==> src/rtl/layer_seq_ctrl.sv <==
// layer_seq_ctrl: captures one layer's parallel neuron outputs into a local
// buffer and streams them word by word (neuron 0 first) into the next layer.
// Sticky flags report dropped captures (overrun) and inconsistent valids.
module layer_seq_ctrl #(
    parameter int nn         = 30,
    parameter int data_width = 16
) (
    input  logic                     clk,
    input  logic                     rst,
    input  logic [nn-1:0]            in_valid,
    input  logic [nn*data_width-1:0] in_data_flat,
    input  logic                     dn_ready,
    input  logic                     clr_err,
    output logic                     x_valid,
    output logic [data_width-1:0]    x_data,
    output logic                     busy,
    output logic                     frame_done,
    output logic                     overrun,
    output logic                     mismatch
);

    localparam int IW = (nn > 1) ? $clog2(nn) : 1;
    localparam logic [IW-1:0] LAST_IDX = IW'(nn - 1);

    typedef enum logic {
        IDLE   = 1'b0,
        STREAM = 1'b1
    } state_t;

    state_t                state;
    logic [IW-1:0]         idx;
    logic [data_width-1:0] buf_mem [nn];

    logic cap_evt;
    logic part_evt;
    logic xfer;
    logic last_xfer;
    logic load;

    // Decode input events and the handshake from registered state.
    always_comb begin
        cap_evt   = &in_valid;
        part_evt  = (|in_valid) & ~cap_evt;
        xfer      = (state == STREAM) & dn_ready;
        last_xfer = xfer & (idx == LAST_IDX);
        // A capture is accepted when idle, or exactly on the last-word
        // transfer so back-to-back frames stream without a bubble.
        load      = cap_evt & ((state == IDLE) | last_xfer);
    end

    // Sequencer state, buffer, frame pulse and sticky error flags.
    always_ff @(posedge clk or posedge rst) begin
        if (rst) begin
            state      <= IDLE;
            idx        <= '0;
            frame_done <= 1'b0;
            overrun    <= 1'b0;
            mismatch   <= 1'b0;
            for (int j = 0; j < nn; j++) begin
                buf_mem[j] <= '0;
            end
        end else begin
            frame_done <= last_xfer;

            if (load) begin
                for (int j = 0; j < nn; j++) begin
                    buf_mem[j] <= in_data_flat[j*data_width +: data_width];
                end
            end

            case (state)
                IDLE: begin
                    if (cap_evt) begin
                        state <= STREAM;
                        idx   <= '0;
                    end
                end
                STREAM: begin
                    if (last_xfer) begin
                        idx   <= '0;
                        state <= cap_evt ? STREAM : IDLE;
                    end else if (xfer) begin
                        idx <= idx + 1'b1;
                    end
                end
                default: begin
                    state <= IDLE;
                    idx   <= '0;
                end
            endcase

            // A new error event takes priority over a simultaneous clear.
            if ((state == STREAM) && cap_evt && !last_xfer) begin
                overrun <= 1'b1;
            end else if (clr_err) begin
                overrun <= 1'b0;
            end

            if (part_evt) begin
                mismatch <= 1'b1;
            end else if (clr_err) begin
                mismatch <= 1'b0;
            end
        end
    end

    // Stream outputs are decoded purely from registered state.
    always_comb begin
        x_valid = (state == STREAM);
        busy    = (state == STREAM);
        x_data  = x_valid ? buf_mem[idx] : '0;
    end

endmodule

==> config.mk <==
export PLATFORM = sky130hd
export DESIGN_NAME = layer_seq_ctrl
export DESIGN_NICKNAME = d
export VERILOG_FILES = /design/src/rtl/layer_seq_ctrl.sv
export SDC_FILE = /design/constraint.sdc
export NUM_CORES = 1
export LEC_CHECK = 0
export CORE_MARGIN = 2
export CORE_UTILIZATION = 45
export CTS_CLUSTER_SIZE = 24
export DETAILED_ROUTE_END_ITERATION = 8
export MAX_ROUTING_LAYER = met4
export PLACE_DENSITY = 0.71
export RECOVER_POWER = 50
export SETUP_SLACK_MARGIN = 0.1
export SYNTH_ARGS = -nofsm -noshare
export SYNTH_HDL_FRONTEND = slang
export SYNTH_SLANG_ARGS = --single-unit
==> constraint.sdc <==
create_clock -name clk -period 20.8 [get_ports clk]
set_clock_uncertainty 0.1 [all_clocks]
set_input_delay 5.2 -clock clk [delete_from_list [all_inputs] [get_ports clk]]
set_output_delay 5.2 -clock clk [all_outputs]
set_load 0.03 [all_outputs]
---- Word level (Yosys, flattened, before mapping) ----
Index checks and enable logic that the tools add are counted.
W data, S select, Z words.
operators by class
  $add $sub $neg .......................... 1
  $lt $le $gt $ge ......................... 1
  equality and inequality tests ........... 3
  muxes and demuxes ....................... 14
  bitwise gates (word level) .............. 8
  reductions and logical operators ........ 8
operators by type and width
  operator               count
  $bmux W16 S5           1
  $mux W16               3
  $reduce_and A30 Y1     1
  $reduce_or A30 Y1      1
  $mux W5                3
  $pmux W5 S2            1
  $ge A6 B6 Y1 const B   1
  $not A5 Y6             1
  $add A5 B1 Y5 const B  1
  $eq A5 B5 Y1 const B   1
  $mux W1                5
  $and A1 B1 Y1          4
  $reduce_bool A2 Y1     2
  $ne A3 B1 Y1 const B   1
  $logic_and A1 B1 Y1    2
  $ne A2 B2 Y1 const B   1
  $not A1 Y1             2
  $pmux W1 S2            1
  $reduce_and A2 Y1      1
  $logic_not A1 Y1       1
  $or A1 B1 Y1           1
storage, ports and cells
  bits in registers ....................... 489
  input bits .............................. 514
  output and inout port bits .............. 21
  logic and storage cells ................. 70

---- Logic depth before layout (Yosys ltp) ----
  depth in word-level cells ............... 5
  gate-level depth with buffers ........... 10

---- Least setup slack after synthesis ----
OpenSTA, ideal clock, no wires.
  path type ............................... register -> output
  start point ............................. reg idx[0]
  end point ............................... out x_data[0]
  arrival ................................. 1.982 ns
  data required time ...................... 15.500 ns
  slack ................................... 13.518 ns
  stages on the path, launching flop included .. 8
  path through ............................ dfrtp_1 buf_2 buf_2 buf_2 mux2_2 a221oi_1 o211ai_1 o311a_1
on the way
  cells in the longest elaborated chain, start to end .. 5
ends and longest elaborated chain
  what                                         line  source
  from (decl)                                  31    logic [IW-1:0] idx;
  from (signal assigned)                       83    idx <= idx + 1'b1;
  $not A5 Y6 (implied by the code)             111   x_data = x_valid ? buf_mem[idx] : '0;
  $bmux W16 S5                                 111
  $mux W16 (implied by the code) (2 in a row)  111
  $mux W16                                     111
  to (decl)                                    15    output logic [data_width-1:0] x_data,
No other way between the ends. The select of a mux whose other input is x is not followed.

==> results by group <==
Yosys
  – Post-synthesis adder-cell area fraction: 0.108%
  – Synth warn: 0
  – Largest family of logic cells by synthesized area: multiplexers
  – Synth area leader: dfrtp_1
  – Syn_nets: 1924
  – XOR/XNOR share of the synthesized area: 0%
  – Register bit total from synthesis: 489
  – Sequential area share after synthesis: 53.0%
  – Synth area leaders: dfrtp_1 53%, mux2_2 15%, mux2_4 13%
  – Mux share of post-synthesis cell area: 39.1%
  – Synthesized area per cell: 16.4 um2
  – Post-synthesis simple-gate area fraction: 1.76%
  – Netlist Area Pre-Place: 0.0231 mm2
  – Mapped Cells: 1408
  – Post-synthesis compound-gate area fraction: 3.10%
  – Yosys top cell area share: 53.0%
  – Yosys cell types: 37

Layout
  – Layout area overhead: 32.3%
  – Most frequent cells in the layout: 526 x clkdlybuf4s50_1, 485 x dfrtp_1, 314 x mux2_2, 180 x mux2_4, 96 x mux4_2
  – Share of layout cells above drive strength 1: 35.9%
  – Commonest non-fill, non-tap cell in the layout: clkdlybuf4s50_1
  – Total Nets Final: 2423

Place
  – IO Port Bufs: 534
  – Hpwl dp: 48700 um
  – Pre-CTS WS: 10.77 ns
  – Routability cong.: 0.869

Hold path
  – Min-delay worst type: reg2reg

Floorplanning
  – Core Region: 0.0510 mm2
  – Initial Util: 45.3%
  – Rows: 83
  – Die width: 231 um
  – Die height: 231 um
  – Full die area: 0.0531 mm2
  – IO Pins: 535

GRT
  – Largest net degree at the start of global routing: 182
  – Vias in the first global route: 15844
  – First-pass GRT wire length: 100000 um
  – Initial antenna violation count: 28
  – GR Util All Layers: 26.2%
  – Remaining Overflow, GRT: 0

Routing
  – Drt first pass iters: 4
  – Vias/cell: 5.35
  – Wire per inst: 25.3 um
  – Post-DRT Antenna Nets: 0
  – Via count: 14207
  – # DRC: 0
  – Initial DRC count: 805
  – Routed WL: 67300 um

Clocking
  – CTS tree: done
  – CTS sink cnt: 489
  – Hold Buf Count CTS: 0
  – PostCTS Resize Cnt: 0
  – Inserted Clock Buffers: 53
  – Postcts setup bufs: 0
  – H-tree depth: 2
  – Max Buffers Root-to-Sink: 3
  – Worst skew pair latency: 0.59 ns
  – Root Driver: clkbuf_16
  – Worst-path clk slew: 0.06 ns

Worst setup path
  – CP Max Fanout: 170
  – Worst reg2reg startpoint: idx[1]
  – Top delay family on crit path: buffers and inverters
  – Critical path capture point type: async pin
  – CP startpoint: rst
  – Critical Path Stages: 4
  – Crit Path Class: in2async
  – Slack of the worst reg-to-reg path: 13.30 ns
  – Critical path required time: 20.12 ns
  – Critical Path Source Type: input pin
  – Max incr delay on CP: 3.04 ns
  – R2r endpoint: buf_mem[266]
  – Worst path slowest cell: clkinvlp_2
  – Worst Path Arrival: 12.54 ns
  – Critical Path End: idx[4]
  – R2R depth: 10
  – CP Cell Sequence: dlygate4sd3_1 -> clkinvlp_2 -> buf_12 -> clkbuf_1
  – CP Buf/Inv Count: 4

Timing
  – Fin. max-slew vios: 396
  – Worst-Margin Slew: 5.55 ns
  – Worst setup margin: 7.58 ns
  – Minimum hold slack: 0.395 ns
  – Setup Viol. Count Final: 0
  – Setup TNS: 0 ns
  – Fin crit period: 13.22 ns
  – Max Fclk: 75.7 MHz
  – Slew HR: -270%
  – Final Hold Viols: 0
  – Final Cycle Share: 63.5%
  – RSZ-0062 raised after global routing: false

Run status
  – Outcome: complete, but fails checks
  – Violated checks: capacitance limit, slew limit

Job
  – Max Cap Viol: 5

Pwr
  – Pleak: 14.5 nW
  – Power per cell area: 66.7 mW/mm2
  – Maximum vdd drop: 0.0571 mV
-- cells by family after synthesis --
family	count (synthesis)
and+or+nand+nor	73
muxes	643
buffers and inverters	111
AOI/OAI and AO/OA	90
adders and majority gates	2
DFF	489
-- per-stage QoR --
stage	total power (W)	area, um2	utilization, %	cells
floorplan	0.000986	23100	-	1408
global placement	0.00109	28800	56.5	2532
detailed placement	0.00109	28800	56.5	2532
CTS	0.00206	30600	60.0	2628
global route	0.00210	30500	59.9	2656
finish	0.00204	30500	59.9	2656
-- report_power, final --
| group | total [W] | switching [W] | internal, W |
|---|---|---|---|
| logic | 0.000122 | 0.0000359 | 0.0000858 |
| registers | 0.000952 | 0.0000000000357 | 0.000952 |
| clock network | 0.000963 | 0.000391 | 0.000572 |
| total | 0.00204 | 0.000427 | 0.00161 |
-- area by class of cell --
| class | count | area, um2 |
|---|---|---|
| Tap cell | 680 | 851 |
| Inverter | 5 | 20.0 |
| Fill cell | 3951 | 20400 |
| Clock inverter | 21 | 240 |
| Clock buffer | 75 | 1530 |
| Multi-Input combinational cell | 808 | 10100 |
| Timing Repair Buffer | 550 | 5480 |
| Sequential cell | 489 | 12200 |
| Antenna cell | 28 | 70.1 |
-- cell usage after synthesis (all sizes together) --
cell type,number
mux2,514
dfrtp,489
mux4,96
buf,84
mux2i,33
clkbuf,22
nand2,22
nor2b,19
o21ai,19
a22o,17
a221oi,16
o211ai,16
o311a,16
nand4,9
nor4,8
inv,5
nand3,4
nor2,3
o2bb2ai,3
ha,2
nor3,2
a21oi,1
a31oi,1
a32o,1
and3,1
and3b,1
and4,1
nor3b,1
or2,1
or4,1
-- sequential cells by signal (all words and copies together), names as in the netlist --
signal	count
idx	5
frame_done	1
busy	1
mismatch	1
buf_mem	480
overrun	1
-- how the worst min path moves through the flow --
| stage | end | cells after the start | slack [ns] | from |
|---|---|---|---|---|
| floorplan | buf_mem[239] | 1 | 0.37 | buf_mem[239] |
| global placement | buf_mem[239] | 1 | 0.38 | buf_mem[239] |
| detailed placement | overrun | 1 | 0.38 | overrun |
| CTS | buf_mem[399] | 1 | 0.40 | buf_mem[399] |
| global route | buf_mem[114] | 1 | 0.41 | buf_mem[114] |
| finish | buf_mem[391] | 1 | 0.39 | buf_mem[391] |
-- per-layer routing --
layer / vias to the layer above / share of wire [%] / routed length [um] / global-route usage, %
met5: - / 0 / 0 / -
met4: 0 / 3.6 / 2410 / 10.3
met3: 104 / 7.6 / 5130 / 7.74
met2: 438 / 50 / 33600 / 42.6
met1: 7317 / 39 / 26200 / 30.7
li1: 6348 / - / - / -
(Power assumes the default switching activity.)
